$ cat src/rtl/crypto_pkg.sv
// Shared definitions for the block-cipher stream engines: modes, FSM encoding,
// block layout and the Feistel round primitives.
package crypto_pkg;

   localparam int unsigned BLOCK_SIZE = 64;
   localparam int unsigned KEY_SIZE   = 64;
   localparam int unsigned HALF_W     = BLOCK_SIZE / 2;

   localparam logic [1:0] MODE_ECB     = 2'b00;
   localparam logic [1:0] MODE_CBC     = 2'b01;
   localparam logic [1:0] MODE_CTR     = 2'b10;
   localparam logic [1:0] MODE_ILLEGAL = 2'b11;

   typedef enum logic [2:0] {
      ST_IDLE,
      ST_LOAD,
      ST_CORE,
      ST_OUT,
      ST_FIN,
      ST_ERR
   } state_e;

   typedef logic [HALF_W-1:0] half_t;

   typedef struct packed {
      half_t l;
      half_t r;
   } block_t;

   // Even rounds use the upper key half, odd rounds the lower, salted with the index.
   function automatic half_t round_key(input logic [KEY_SIZE-1:0] key, input int unsigned idx);
      half_t base;
      base = idx[0] ? key[HALF_W-1:0] : key[KEY_SIZE-1:HALF_W];
      return base ^ HALF_W'(idx);
   endfunction

   function automatic half_t f_round(input half_t x, input half_t k);
      return {x[HALF_W-4:0], x[HALF_W-1:HALF_W-3]} ^ (x + k);
   endfunction

endpackage

$ cat src/rtl/crypto_decrypt_stream_if.sv
// Ciphertext-in / plaintext-out stream handshake bundle.
interface crypto_decrypt_stream_if;

   logic                             ct_valid;
   logic                             ct_ready;
   logic [crypto_pkg::BLOCK_SIZE-1:0] ct_data;
   logic                             pt_valid;
   logic                             pt_ready;
   logic [crypto_pkg::BLOCK_SIZE-1:0] pt_data;
   logic                             pt_last;

   modport slave (
      input  ct_valid, ct_data, pt_ready,
      output ct_ready, pt_valid, pt_data, pt_last
   );

   modport master (
      output ct_valid, ct_data, pt_ready,
      input  ct_ready, pt_valid, pt_data, pt_last
   );

endinterface

$ cat src/rtl/feistel_core.sv
// Iterated Feistel core, one round per clock in either direction.
// dout/done present the round being committed this cycle, so the caller can
// register the finished block on the same edge as the final round.
module feistel_core
   import crypto_pkg::*;
#(
   parameter int unsigned ROUNDS = 32
) (
   input  logic                  clk,
   input  logic                  reset,
   input  logic                  start,
   input  logic                  dir,
   input  logic [KEY_SIZE-1:0]   key,
   input  logic [BLOCK_SIZE-1:0] din,
   output logic [BLOCK_SIZE-1:0] dout,
   output logic                  done
);

   localparam int unsigned RW = $clog2(ROUNDS + 1);

   logic          run_q, run_d;
   logic [RW-1:0] rnd_q, rnd_d;
   block_t        blk_q, blk_d;
   int unsigned   kidx;
   half_t         rk;
   half_t         fv;

   always_comb begin
      run_d = run_q;
      rnd_d = rnd_q;
      blk_d = blk_q;

      // Decryption walks the key schedule backwards.
      kidx = dir ? (ROUNDS - 1 - 32'(rnd_q)) : 32'(rnd_q);
      rk   = round_key(key, kidx);
      fv   = f_round(dir ? blk_q.l : blk_q.r, rk);
      dout = dir ? {blk_q.r ^ fv, blk_q.l} : {blk_q.r, blk_q.l ^ fv};
      done = run_q && (rnd_q == RW'(ROUNDS - 1));

      if (start) begin
         run_d = 1'b1;
         rnd_d = '0;
         blk_d = din;
      end else if (run_q) begin
         blk_d = dout;
         rnd_d = rnd_q + RW'(1);
         if (done) run_d = 1'b0;
      end
   end

   always_ff @(posedge clk or negedge reset) begin
      if (!reset) begin
         run_q <= 1'b0;
         rnd_q <= '0;
         blk_q <= '0;
      end else begin
         run_q <= run_d;
         rnd_q <= rnd_d;
         blk_q <= blk_d;
      end
   end

endmodule

$ cat src/rtl/crypto_decrypt_stream.sv
// Streaming ECB/CBC/CTR decryptor: one 64-bit block per handshake through a
// shared iterated Feistel core, with chaining and counter handling around it.
module crypto_decrypt_stream
   import crypto_pkg::*;
#(
   parameter int unsigned ROUNDS = 32,
   parameter int unsigned CNT_W  = 16
) (
   input  logic                   clk,
   input  logic                   reset,
   input  logic                   start,
   input  logic [1:0]             mode,
   input  logic [KEY_SIZE-1:0]    key,
   input  logic [BLOCK_SIZE-1:0]  iv_nonce,
   input  logic [CNT_W-1:0]       num_blocks,
   crypto_decrypt_stream_if.slave s,
   output logic                   busy,
   output logic                   done,
   output logic                   error
);

   state_e                  state_q, state_d;
   logic [1:0]              mode_q, mode_d;
   logic [KEY_SIZE-1:0]     key_q, key_d;
   logic [BLOCK_SIZE-1:0]   chain_q, chain_d;
   logic [BLOCK_SIZE-1:0]   ctr_q, ctr_d;
   logic [BLOCK_SIZE-1:0]   ct_q, ct_d;
   logic [CNT_W-1:0]        nblk_q, nblk_d;
   logic [CNT_W-1:0]        blk_q, blk_d;
   logic [BLOCK_SIZE-1:0]   pt_data_q, pt_data_d;
   logic                    pt_last_q, pt_last_d;
   logic                    pt_valid_q, pt_valid_d;
   logic                    ct_ready_q, ct_ready_d;
   logic                    busy_q, busy_d;
   logic                    done_q, done_d;
   logic                    error_q, error_d;

   logic                    core_start_c;
   logic                    core_done_c;
   logic [BLOCK_SIZE-1:0]   core_din_c;
   logic [BLOCK_SIZE-1:0]   core_dout_c;
   logic                    is_last_c;

   // CTR runs the core forward on the counter; ECB/CBC run it backward on the ciphertext.
   assign core_din_c = (mode_q == MODE_CTR) ? ctr_q : s.ct_data;
   assign is_last_c  = (blk_q == nblk_q - CNT_W'(1));

   feistel_core #(.ROUNDS(ROUNDS)) u_core (
      .clk   (clk),
      .reset (reset),
      .start (core_start_c),
      .dir   (mode_q != MODE_CTR),
      .key   (key_q),
      .din   (core_din_c),
      .dout  (core_dout_c),
      .done  (core_done_c)
   );

   always_comb begin
      state_d      = state_q;
      mode_d       = mode_q;
      key_d        = key_q;
      chain_d      = chain_q;
      ctr_d        = ctr_q;
      ct_d         = ct_q;
      nblk_d       = nblk_q;
      blk_d        = blk_q;
      pt_data_d    = pt_data_q;
      core_start_c = 1'b0;

      case (state_q)
         ST_IDLE: begin
            if (start) begin
               if (mode == MODE_ILLEGAL || num_blocks == '0) begin
                  state_d = ST_ERR;
               end else begin
                  mode_d  = mode;
                  key_d   = key;
                  nblk_d  = num_blocks;
                  chain_d = iv_nonce;
                  ctr_d   = iv_nonce;
                  blk_d   = '0;
                  state_d = ST_LOAD;
               end
            end
         end
         ST_LOAD: begin
            if (s.ct_valid) begin
               ct_d         = s.ct_data;
               core_start_c = 1'b1;
               state_d      = ST_CORE;
            end
         end
         ST_CORE: begin
            if (core_done_c) begin
               case (mode_q)
                  MODE_CBC: pt_data_d = core_dout_c ^ chain_q;
                  MODE_CTR: pt_data_d = core_dout_c ^ ct_q;
                  default:  pt_data_d = core_dout_c;
               endcase
               state_d = ST_OUT;
            end
         end
         ST_OUT: begin
            if (s.pt_ready) begin
               chain_d = ct_q;
               blk_d   = blk_q + CNT_W'(1);
               ctr_d   = ctr_q + BLOCK_SIZE'(1);
               state_d = is_last_c ? ST_FIN : ST_LOAD;
            end
         end
         ST_FIN:  state_d = ST_IDLE;
         ST_ERR:  state_d = ST_IDLE;
         default: state_d = ST_IDLE;
      endcase

      // Outputs are registered as a decode of the next state.
      ct_ready_d = (state_d == ST_LOAD);
      pt_valid_d = (state_d == ST_OUT);
      pt_last_d  = (state_d == ST_OUT) && is_last_c;
      busy_d     = (state_d != ST_IDLE);
      done_d     = (state_d == ST_FIN) || (state_d == ST_ERR);
      error_d    = (state_d == ST_ERR);
   end

   always_ff @(posedge clk or negedge reset) begin
      if (!reset) begin
         state_q    <= ST_IDLE;
         mode_q     <= '0;
         key_q      <= '0;
         chain_q    <= '0;
         ctr_q      <= '0;
         ct_q       <= '0;
         nblk_q     <= '0;
         blk_q      <= '0;
         pt_data_q  <= '0;
         pt_last_q  <= 1'b0;
         pt_valid_q <= 1'b0;
         ct_ready_q <= 1'b0;
         busy_q     <= 1'b0;
         done_q     <= 1'b0;
         error_q    <= 1'b0;
      end else begin
         state_q    <= state_d;
         mode_q     <= mode_d;
         key_q      <= key_d;
         chain_q    <= chain_d;
         ctr_q      <= ctr_d;
         ct_q       <= ct_d;
         nblk_q     <= nblk_d;
         blk_q      <= blk_d;
         pt_data_q  <= pt_data_d;
         pt_last_q  <= pt_last_d;
         pt_valid_q <= pt_valid_d;
         ct_ready_q <= ct_ready_d;
         busy_q     <= busy_d;
         done_q     <= done_d;
         error_q    <= error_d;
      end
   end

   assign s.ct_ready = ct_ready_q;
   assign s.pt_valid = pt_valid_q;
   assign s.pt_data  = pt_data_q;
   assign s.pt_last  = pt_last_q;
   assign busy       = busy_q;
   assign done       = done_q;
   assign error      = error_q;

endmodule

$ cat src/flat_wrapper.sv
// flat-port wrapper written by rule: the top's interface ports become plain ports
module crypto_decrypt_stream_flat import crypto_pkg::*;
#(
   parameter int unsigned ROUNDS = 32,
   parameter int unsigned CNT_W  = 16
)
  (clk, reset, start, mode, key, iv_nonce, num_blocks, busy, done, error, s_ct_valid, s_ct_data, s_pt_ready, s_ct_ready, s_pt_valid, s_pt_data, s_pt_last);
  crypto_decrypt_stream_if s_i ();
  input  logic clk;
  input  logic reset;
  input  logic start;
  input  logic [1:0] mode;
  input  logic [KEY_SIZE-1:0] key;
  input  logic [BLOCK_SIZE-1:0] iv_nonce;
  input  logic [CNT_W-1:0] num_blocks;
  output logic busy;
  output logic done;
  output logic error;
  input wire logic [$bits(s_i.ct_valid)-1:0] s_ct_valid;
  input wire logic [$bits(s_i.ct_data)-1:0] s_ct_data;
  input wire logic [$bits(s_i.pt_ready)-1:0] s_pt_ready;
  output wire logic [$bits(s_i.ct_ready)-1:0] s_ct_ready;
  output wire logic [$bits(s_i.pt_valid)-1:0] s_pt_valid;
  output wire logic [$bits(s_i.pt_data)-1:0] s_pt_data;
  output wire logic [$bits(s_i.pt_last)-1:0] s_pt_last;
  assign s_i.ct_valid = s_ct_valid;
  assign s_i.ct_data = s_ct_data;
  assign s_i.pt_ready = s_pt_ready;
  assign s_ct_ready = s_i.ct_ready;
  assign s_pt_valid = s_i.pt_valid;
  assign s_pt_data = s_i.pt_data;
  assign s_pt_last = s_i.pt_last;
  crypto_decrypt_stream #(.ROUNDS(ROUNDS), .CNT_W(CNT_W)) u_core (.clk(clk), .reset(reset), .start(start), .mode(mode), .key(key), .iv_nonce(iv_nonce), .num_blocks(num_blocks), .s(s_i), .busy(busy), .done(done), .error(error));
endmodule
$ cat config.mk
export PLATFORM = sky130hd
export DESIGN_NAME = crypto_decrypt_stream_flat
export DESIGN_NICKNAME = d
export VERILOG_FILES = /design/src/rtl/crypto_pkg.sv /design/src/rtl/crypto_decrypt_stream_if.sv /design/src/rtl/feistel_core.sv /design/src/rtl/crypto_decrypt_stream.sv /design/src/flat_wrapper.sv
export SDC_FILE = /design/constraint.sdc
export NUM_CORES = 1
export LEC_CHECK = 0
export CAP_MARGIN = 30
export CORE_MARGIN = 1
export CORE_UTILIZATION = 30
export CTS_CLUSTER_SIZE = 28
export DETAILED_ROUTE_END_ITERATION = 8
export GPL_TIMING_DRIVEN = 0
export PLACE_DENSITY = 0.51
export SETUP_SLACK_MARGIN = 0.05
export SKIP_LAST_GASP = 1
export SYNTH_ARGS = -nofsm -noshare
export SYNTH_HDL_FRONTEND = slang
export SYNTH_SLANG_ARGS = --single-unit
$ cat constraint.sdc
create_clock -name clk -period 16.6 [get_ports clk]
set_clock_uncertainty 0.05 [all_clocks]
set_input_delay 1.66 -clock clk [delete_from_list [all_inputs] [get_ports clk]]
set_output_delay 1.66 -clock clk [all_outputs]
set_load 0.01 [all_outputs]
## Word-level counts from Yosys, hierarchy flattened

Index checks and enable logic that the tools add are counted.

| word-level totals | value |
|---|---|
| register bits | 434 |
| input port bits | 215 |
| output and inout bits | 70 |
| word-level logic and storage cells | 93 |

| cells by class | value |
|---|---|
| $add $sub $neg | 6 |
| equality and inequality tests | 16 |
| muxes and demuxes | 32 |
| bitwise gates (word level) | 7 |
| reduce and logical (&&, ||, !) cells | 13 |

Operators by type and width:

| kind | number |
|---|---|
| $mux 64 | 8 |
| $pmux 64 s2 | 3 |
| $xor 32x32->32 | 4 |
| $xor 64x64->64 | 2 |
| $mux 32 | 3 |
| $add 64x1->64 const B | 1 |
| $mux 16 | 3 |
| $add 32x32->32 | 1 |
| $pmux 16 s2 | 1 |
| $mux 3 | 6 |
| $add 16x1->16 const B | 1 |
| $eq 16x16->1 | 1 |
| $logic_not 16->1 | 1 |
| $sub 16x1->16 const B | 1 |
| $mux 6 | 2 |
| $pmux 3 s4 | 1 |
| $eq 3x2->1 const B | 3 |
| $ne 2x2->1 const B | 4 |
| $sub 5x6->7 const A | 1 |
| $add 6x1->6 const B | 1 |
| $eq 3x1->1 const B | 2 |
| $eq 3x3->1 const B | 2 |
| $eq 6x5->1 const B | 1 |
| $mux 1 | 5 |
| 11 further kinds | 16 |

## Logic depth before layout (Yosys ltp)

Gate-level depths: netlist (run 1).

| logic depth | value |
|---|---|
| depth in word-level cells | 10 |
| gate-level depth with buffers | 23 |
| gate-level depth less buffers | 17 |

## Hierarchy

From an unflattened synthesis (run 1), not the netlist that was laid out.

| unflattened totals | value |
|---|---|
| cells, all modules | 2943 |
| area, all modules | 26496.7 um^2 |

Modules (own cells, without submodules):

| module | instances | cells each | area each (um^2) | sequential area each (um^2) |
|---|---|---|---|---|
| crypto_decrypt_stream | 1 | 2027 | 18676.7 | 9083.7 |
| feistel_core | 1 | 916 | 7820.0 | 1776.7 |

## Worst setup path before layout (run 1)

OpenSTA, ideal clock, no wires.

| path | value |
|---|---|
| path type | flip-flop to flip-flop |
| start | register u_core.mode_q[0] |
| end | register u_core.pt_data_q[24], in the netlist u_core.s.pt_data[24] |
| library setup time | 0.135 ns |
| data arrival time | 5.102 ns |
| required time | 16.415 ns |
| path slack | 11.313 ns |
| cell stages (with the launch flop) | 23 |
| buffers on the path | 7 |
| clock period less this slack | 5.287 ns |
| path through | dfrtp_1 inv_1 ha_1 buf_2 buf_2 buf_2 buf_2 buf_2 buf_2 buf_1 mux2_2 ha_1 fa_1 a21oi_1 o211ai_1 a211oi_2 o31a_1 o21ai_2 a211oi_1 mux2i_1 xor2_1 xnor2_1 o21ai_0 |

| on the way | value |
|---|---|
| cells in the longest elaborated chain, start to end | 10 |
| elaborated cells between the ends (all ways) | 14 |
| those cells by class | 1 x add/sub; 3 x eq/ne; 5 x mux; 5 x bitwise |

RTL lines:

| item | RTL line | source |
|---|---|---|
| from (decl) | crypto_decrypt_stream.sv:23 | `logic [1:0] mode_q, mode_d;` |
| from (signal assigned) | crypto_decrypt_stream.sv:145 | `mode_q <= mode_d;` |
| $ne 2x2->1 | crypto_decrypt_stream.sv:52 | `.dir (mode_q != MODE_CTR),` |
| $mux 32 | feistel_core.sv:34 | `kidx = dir ? (ROUNDS - 1 - 32'(rnd_q)) : 32'(rnd_q);` |
| $mux 32 | crypto_pkg.sv:33 | `base = idx[0] ? key[HALF_W-1:0] : key[KEY_SIZE-1:HALF_W];` |
| $xor 32x32->32 | crypto_pkg.sv:34 | `return base ^ HALF_W'(idx);` |
| $add 32x32->32 | crypto_pkg.sv:38 | `return {x[HALF_W-4:0], x[HALF_W-1:HALF_W-3]} ^ (x + k);` |
| $xor 32x32->32 | crypto_pkg.sv:38 |  |
| $xor 32x32->32 | feistel_core.sv:37 | `dout = dir ? {blk_q.r ^ fv, blk_q.l} : {blk_q.r, blk_q.l ^ fv};` |
| $mux 64 | feistel_core.sv:37 |  |
| $xor 64x64->64 (on tied branches) | crypto_decrypt_stream.sv:98, crypto_decrypt_stream.sv:97 |  |
| $pmux 64 s2 (*) | crypto_decrypt_stream.sv:96 | `case (mode_q)` |
| to (signal assigned) | crypto_decrypt_stream.sv:152 | `pt_data_q <= pt_data_d;` |
| to (decl) | crypto_decrypt_stream.sv:30 | `logic [BLOCK_SIZE-1:0] pt_data_q, pt_data_d;` |

Every way passes the cells marked *; elsewhere a longest branch is shown, timed or not.
A chain may end at the register's enable or synchronous reset.

## Worst setup path in the final report (run 1)

Ends and elaborated chain as after synthesis.

==> results.md, run 1 <==
* Status: complete, no violations
* Die ar. at 0.08903 mm2
* TritonCTS Buffers at 51
* Total grt overflow at 0
* Crit share post-route at 49.17%
* PostCTS Resize Cnt at 0
* Clock tree buffer depth at 3
* CP startpoint: u_core.mode_q[0]
* Non-filler cells, final at 4637
* Dpl ws at 8663 ps
* Synth top area share at 41.21%
* Postcts setup bufs at 0
* Library cells used by synthesis at 94
* Highest metal used: met4
* Register bit total from synthesis at 434
* Buffers on Ports at 284
* DP Cell Count at 4548
* Placeable Area at 0.08689 mm2
* Final hold vios at 0
* RSZ-0062 raised after global routing: no
* Drt first pass iters at 5
* Critical R2R Launch: u_core.mode_q[0]
* Least-Margin Pin Slew at 1041 ps
* DP Wirelength at 96090 um
* Depth of the CTS H-tree at 2
* CTS clk-pin slew, worst paths at 60 ps
* CP Max Fanout at 10
* Cell with the most instances after synthesis: nand2_1
* Chip height at 298.4 um
* Row count at 108
* Final Util at 37.47%
* Wire per inst at 26.10 um
* CTS tree: yes
* Mapped cell area at 0.02635 mm2
* Crit path launch type: flip-flop
* Final ANT Viol Nets at 0
* Top cells by area, synth: dfrtp_1 (41%), nand2_1 (10%), mux2i_1 (6.1%)
* Hold_buf cts at 0
* Post-synth EDFFs at 0
* HP Start: u_core.key_q[22]
* Slew HR at 30.58%
* Area leader, netlist: dfrtp_1
* Initial Util at 30.33%
* Pins Over Slew Limit at 0
* Routed length on met1 at 51890 um
* Commonest cells in the netlist: nand2_1 (718), dfrtp_1 (434), o21ai_0 (290)
* Fraction of registers with async set/reset at 100.0%
* Share of cells above drive strength 1 at 5.116%
* Die Wd at 298.4 um
* Clk sinks at 434
* Gpl congestion at 1.002
* Largest net degree at the start of global routing at 109
* Iter 0 DRT Violations at 2693
* MaxCap Viol Count at 0
* Total track usage at 26.64%
* Syn Inst Count at 3097
* Residual DRC at 0
* Clock latency on the worst-skew pair at 620 ps
* WP data arrival at 8590 ps
* Yosys warnings at 0
* F_max at 122.5 MHz
* Final Critical Period at 8162 ps
* Initial antenna violation count at 3
* Synth Area per Inst at 8.509 um2
* Via count at 24950
* Syn Nets at 3349
* First-pass GRT wire length at 172200 um
* CTS root buffer: clkbuf_16
* Area delta synth->final at 23.53%
* Final worst setup slack at 8438 ps
* Final Setup Violations at 0
* Crit. End Element: flip-flop
* Final nets at 3698
* Main synth FF type: dfrtp_1
* Vias in the first global route at 23830
* Met2 wire len at 53990 um
* Detail Route met3 WL at 8752 um
* Seq/Total Area, Yosys at 41.21%
* Routed Wire Length at 121000 um
* Required @ worst endpoint at 17030 ps
* Class of the worst hold path: flip-flop to flip-flop
* WS Path Type: flip-flop to flip-flop
* I/O pins at 285
* Vias per std cell at 5.380
## per-layer routing
layer | up-vias | track usage, %
met5 | - | 0
met4 | 0 | 12.67
met3 | 235 | 3.541
met2 | 1121 | 41.50
met1 | 12250 | 36.48
li1 | 11340 | -
## final timing paths
kind | cells after the start | slack, ps | to
worst max-delay path | 22 | 8440 | u_core.s.pt_data[24]
worst min-delay path | 2 | 420 | u_core.key_q[22]
worst max register to register | 22 | 8440 | u_core.s.pt_data[24]
worst min register to register | 2 | 420 | u_core.key_q[22]
max in group asynchronous | 3 | 14180 | u_core.ct_q[32]
min in group asynchronous | 1 | 990 | u_core.error
## state kept, by name, summed over array words and instances, names as in the netlist
name	count
u_core.ct_q	64
u_core.u_core.blk_q	64
u_core.blk_q	16
u_core.error	1
u_core.s.pt_data	64
u_core.s.pt_valid	1
u_core.u_core.rnd_q	6
u_core.key_q	64
u_core.nblk_q	16
u_core.ctr_q	64
u_core.chain_q	64
u_core.u_core.run_q	1
u_core.s.ct_ready	1
u_core.done	1
u_core.busy	1
u_core.state_q	3
u_core.mode_q	2
u_core.s.pt_last	1
## worst max-delay path: stages (launching register included)
cell      delay (ps)
dfrtp_1          360
inv_1             70
ha_1             130
buf_2            300
buf_2            420
buf_2            330
buf_2            380
buf_2            460
buf_2            420
buf_1            740
mux2_2           440
ha_1             210
fa_1             400
a21oi_1          270
o211ai_1         220
a211oi_2         420
o31a_1           310
o21ai_2          120
a211oi_1         690
mux2i_1          330
xor2_1           530
xnor2_1          270
o21ai_0          120
## layout make-up
type / instances / area (um2)
Buffer: 199 / 827.0
Inverter: 41 / 153.9
Fill cell: 9002 / 54330
Clock inverter: 16 / 226.5
Tap cell: 1155 / 1445
Sequential cell: 434 / 10860
Multi-Input combinational cell: 2423 / 14510
Clock buffer: 70 / 1469
Timing Repair Buffer: 296 / 3053
Antenna cell: 3 / 7.507
## layout by cell type (no fill, tap or decap), types with 22 or more instances in the layout
master,count
mux2_2,27
nand2_1,718
nand4_1,23
nor2_1,240
nor3_1,57
clkbuf_16,52
o21ai_0,290
dfrtp_1,434
o22ai_1,29
xor2_1,98
a21oi_1,173
and3_1,34
clkdlybuf4s50_1,283
nor4_1,22
clkbuf_1,164
inv_1,40
nand3_1,41
xnor2_1,149
a31oi_1,31
nor2b_1,30
mux2i_1,160
ha_1,36
o211ai_1,24
a22oi_1,23
## cell families after synthesis
kind of cell	count (synthesis)	synth area share, %
buffers and inverters	240	3.722
AOI/OAI and AO/OA	690	15.35
xor gates and xnor gates	272	10.37
DFF	434	41.21
adders and majority gates	37	1.785
and+or+nand+nor	1237	20.33
muxes	187	7.231
## metrics by stage
stage	area (um2)	setup TNS (ps)	hold slack, ps
6_report	32550	0	423.3
4_1_cts	32550	0	427.4
2_1_floorplan	26350	0	390.4
5_1_grt	32550	0	444.0
3_3_place_gp	30640	-3091260	408.2
3_5_place_dp	30850	0	412.3
Power of run 1 is not shown: default switching activity piles up to over one toggle a cycle in this logic, so the estimate is an artifact.
==> run 2, diff against run 1 <==
PLACE_DENSITY = 0.52   (was 0.51)
clock period = 7.15 ns   (was 16.6 ns; I/O delays follow)
==> results.md, run 2 (synthesis gave the netlist of run 1 again) <==
* Commonest cells after routing, fill and taps aside: nand2_1 (718), dfrtp_1 (434), o21ai_0 (289), clkdlybuf4s50_1 (283), nor2_1 (240)
* Row count at 108
* Die ar. at 0.08903 mm2
* MaxCap Viol Count at 0
* Class of the worst hold path: input port to async pin
* Endpoint of the worst register-to-register path: u_core.s.pt_data[24]
* Iter 0 DRT Violations at 2767
* Vias in the first global route at 23780
* Depth of the CTS H-tree at 2
* Crit share post-route at 99.15%
* Clock latency on the worst-skew pair at 640 ps
* Area delta synth->final at 24.10%
* Least-Margin Pin Slew at 1054 ps
* Slew HR at 29.72%
* CTS root buffer: clkbuf_16
* Total track usage at 26.55%
* Worst hold slack at 26.46 ps
* CTS clk-pin slew, worst paths at 60 ps
* I/O pins at 285
* CTS tree: yes
* Final worst setup slack at 60.74 ps
* Final Critical Period at 7089 ps
* Final hold vios at 0
* Pins Over Slew Limit at 0
* Die Wd at 298.4 um
* Gpl congestion at 0.9808
* Share of cells above drive strength 1 at 5.477%
* Required @ worst endpoint at 7580 ps
* Vias per std cell at 5.340
* CP Max Fanout at 10
* Worst Path Buf+Inv at 8
* Clock tree buffer depth at 3
* Via count at 24800
* Final ANT Viol Nets at 0
* Final nets at 3697
* Placeable Area at 0.08689 mm2
* Residual DRC at 0
* Clk sinks at 434
* Design Area, Final at 0.03270 mm2
* Total grt overflow at 0
* Buffers on Ports at 284
* Largest net degree at the start of global routing at 112
* R2r setup slk at 60 ps
* DP Wirelength at 95820 um
* Wire per inst at 26.05 um
* Status: complete, no violations
* Routed Wire Length at 121000 um
* Drt first pass iters at 6
* Critical R2R Launch: u_core.mode_q[0]
* Final Setup Violations at 0
* F_max at 141.1 MHz
* Initial Util at 30.33%
* First-pass GRT wire length at 171900 um
* WS Path Type: flip-flop to flip-flop
* Crit. End Element: flip-flop
* Crit path launch type: flip-flop
* CP max stage delay at 400 ps
* WP data arrival at 7510 ps
* TritonCTS Buffers at 51
* Dpl ws at -786.4 ps
* Chip height at 298.4 um
* Initial antenna violation count at 4
* Commonest non-fill, non-tap cell in the layout: nand2_1
* Reg2Reg Depth at 22
* RSZ-0062 raised after global routing: yes
* Top cell family by delay on the critical path: buffers and inverters
* CP most frequent cell: buf_2
* Critical Path, Cell by Cell: inv_1 > ha_1 > buf_2 > clkbuf_4 > buf_2 > buf_2 > buf_4 > buf_2 > clkbuf_4 > mux2_2 > ha_1 > fa_1 > a21oi_1 > o211ai_1 > a211oi_2 > o31a_1 > o21ai_2 > a211oi_4 > mux2i_1 > xor2_2 > xnor2_1 > o21ai_0
* Placed cell areas at 0.03082 mm2
* Crit-path slowest cell: clkbuf_4
==> run 2: final cells by class <==
cell class | count | area (um2)
fill | 8968 | 54180
multi-input combinational | 2423 | 14590
sequential | 434 | 10860
timing repair buffer | 295 | 3044
clock buffer | 80 | 1516
tap | 1155 | 1445
buffer | 199 | 849.6
clock inverter | 15 | 240.2
inverter | 41 | 153.9
antenna | 2 | 5.005
==> run 2: worst max path at each step <==
stage,cells past startpoint,slack (ps),startpoint,endpoint
global placement,1,-15620,reset,u_core.s.pt_data[40]
finish,22,60,u_core.mode_q[0],u_core.s.pt_data[24]
floorplan,22,1860,u_core.mode_q[0],u_core.s.pt_data[24]
CTS,22,-10,u_core.mode_q[0],u_core.s.pt_data[24]
detailed placement,22,-790,u_core.mode_q[0],u_core.s.pt_data[24]
global route,22,-120,u_core.mode_q[0],u_core.s.pt_data[24]
==> run 2: routing by layer <==
layer | track usage (%) | up-vias | wire length [um]
met4 | 13.27 | 2 | 6512
met1 | 35.14 | 12110 | 51110
met2 | 41.26 | 1114 | 53990
met3 | 5.169 | 237 | 9357
li1 | - | 11330 | -
met5 | 0 | - | 13
==> run 2: per-stage QoR <==
stage / cells / util, % / setup TNS (ps)
floorplan: 3097 / - / 0
global placement: 4536 / 35.26 / -6741610
detailed placement: 4544 / 35.47 / -9298
CTS: 4640 / 37.56 / -13.66
global route: 4643 / 37.64 / -122.8
finish: 4644 / 37.64 / 0
==> run 2: what timing repair did <==
| action | CTS | global route |
|---|---|---|
| setup buffers | 1 | 0 |
| pin swaps | 1 | 0 |
| hold endpoints to repair | 0 | 0 |
| hold buffers | 0 | 0 |
| gates resized for setup | 12 | 10 |
| setup endpoints to repair | 48 | 26 |
| gates cloned | 0 | 0 |
Power of run 2 is left out for the same reason.
==> run 3, diff against run 2 <==
CORE_MARGIN = 8   (was 1)
==> results.md, run 3 (synthesis gave the netlist of run 1 again) <==
* Status: complete, no violations
* I/O pins at 285
* DP Cell Count at 4546
* Reg area at 0.01086 mm2
* Least-Margin Pin Slew at 1054 ps
* WP data arrival at 7280 ps
* Routed Wire Length at 122300 um
* Crit path launch type: flip-flop
* Wire per inst at 26.37 um
* Multi-input gate area at 0.01455 mm2
* Required @ worst endpoint at 7570 ps
* Pins Over Slew Limit at 0
* MaxCap Viol Count at 0
* Clk sinks at 434
* Row count at 108
* Final nets at 3697
* Clock tree buffer depth at 3
* TritonCTS Buffers at 50
* Buffers on Ports at 284
* Drt first pass iters at 6
* CTS tree: yes
* Final Setup Violations at 0
* Final hold vios at 0
* Largest net degree at the start of global routing at 90
* Crit share post-route at 96.05%
* CTS clk-pin slew, worst paths at 60 ps
* RSZ-0062 raised after global routing: no
* F_max at 145.6 MHz
* Depth of the CTS H-tree at 2
* Diode count at 0
* Via count at 24950
* Total grt overflow at 0
* CP Max Fanout at 10
* Initial Util at 30.33%
* Vias in the first global route at 24730
* Class of the worst hold path: flip-flop to flip-flop
* DP Wirelength at 97950 um
* Placeable Area at 0.08689 mm2
* Share of cells above drive strength 1 at 5.568%
* Commonest non-fill, non-tap cell in the layout: nand2_1
* Iter 0 DRT Violations at 2666
* Total track usage at 24.13%
* CTS root buffer: clkbuf_16
* Slew HR at 29.26%
* Final Critical Period at 6867 ps
* Residual DRC at 0
* Crit. End Element: flip-flop
* Fill cells at 9001
* Chip height at 312.4 um
* Gpl congestion at 0.9877
* Die ar. at 0.09758 mm2
* Initial antenna violation count at 0
* Clock latency on the worst-skew pair at 620 ps
* Commonest cells after routing, fill and taps aside: nand2_1 (718), dfrtp_1 (434), o21ai_0 (290), clkdlybuf4s50_1 (283), nor2_1 (240)
* Vias per std cell at 5.378
* Die Wd at 312.4 um
* WS Path Type: flip-flop to flip-flop
* Non-filler cells, final at 4639
* First-pass GRT wire length at 175600 um
* Area delta synth->final at 23.83%
* Final ANT Viol Nets at 0
-- run 3: cell count changes in the layout (fill, tap and decap cells not counted), moves of 3 or more --
| cell | change |
|---|---|
| buf_4 | +3 |
| clkbuf_8 | +3 |
| clkbuf_1 | -10 |
| clkinvlp_4 | +3 |
-- run 3: worst paths after layout --
check,start,to,slack [ps],cells after the start
worst max-delay path,u_core.mode_q[0],u_core.s.pt_data[24],280,23
worst min-delay path,u_core.key_q[0],u_core.key_q[0],420,2
worst max register to register,u_core.mode_q[0],u_core.s.pt_data[24],280,23
worst min register to register,u_core.key_q[0],u_core.key_q[0],420,2
max in group asynchronous,reset,u_core.s.pt_data[34],5270,4
min in group asynchronous,reset,u_core.blk_q[14],560,2
-- run 3: what timing repair did --
item,CTS,global route
endpoints found under the setup margin,51,8
endpoints found under the hold margin,46,0
pin swaps,0,1
gates resized for setup,18,9
hold buffers,1,0
setup buffers,0,1
-- run 3: worst max-delay path, cell delays in order (launching register included) --
cell	delay, ps
dfrtp_1	360
inv_1	70
ha_1	140
buf_2	310
buf_4	320
buf_2	320
clkbuf_4	330
buf_4	310
buf_2	380
buf_4	320
mux2_2	380
ha_1	210
fa_1	400
a21oi_1	270
o211ai_1	210
a211oi_2	240
buf_4	170
o31a_1	250
o21ai_2	140
a211oi_2	440
mux2i_1	330
xor2_2	350
xnor2_1	270
o21ai_0	130
-- run 3: metrics by stage --
stage / setup slack (ps) / TNS [ps] / util, % / hold slack [ps] / instance area [um2]
after floorplan: 1863 / 0 / - / 369.4 / 26350
after global placement: -15620 / -6748410 / 35.26 / 408.4 / 30640
after detailed placement: -881.6 / -11600 / 35.51 / 409.6 / 30850
after CTS: 174.7 / 0 / 37.54 / 424.8 / 32620
after global routing: 70.05 / 0 / 37.56 / 448.3 / 32630
final: 282.8 / 0 / 37.56 / 416.2 / 32630
-- run 3: final cells by class --
| class | count | area share (%) |
|---|---|---|
| multi-input combinational | 2423 | 44.59 |
| sequential | 434 | 33.28 |
| timing repair buffer | 296 | 9.398 |
| clock buffer | 74 | 4.540 |
| tap | 1155 | 4.429 |
| buffer | 199 | 2.630 |
| clock inverter | 17 | 0.6595 |
| inverter | 41 | 0.4716 |
-- run 3: routing by layer --
layer  global-route usage [%]  vias to the layer above  routed length, um
met1                    31.69                    12270              51110
met2                    38.42                     1078              55520
met5                        0                        -                  0
met3                    4.231                      266               8934
met4                    11.42                        0               6768
li1                         -                    11330                  -
Power of run 3 is left out for the same reason.
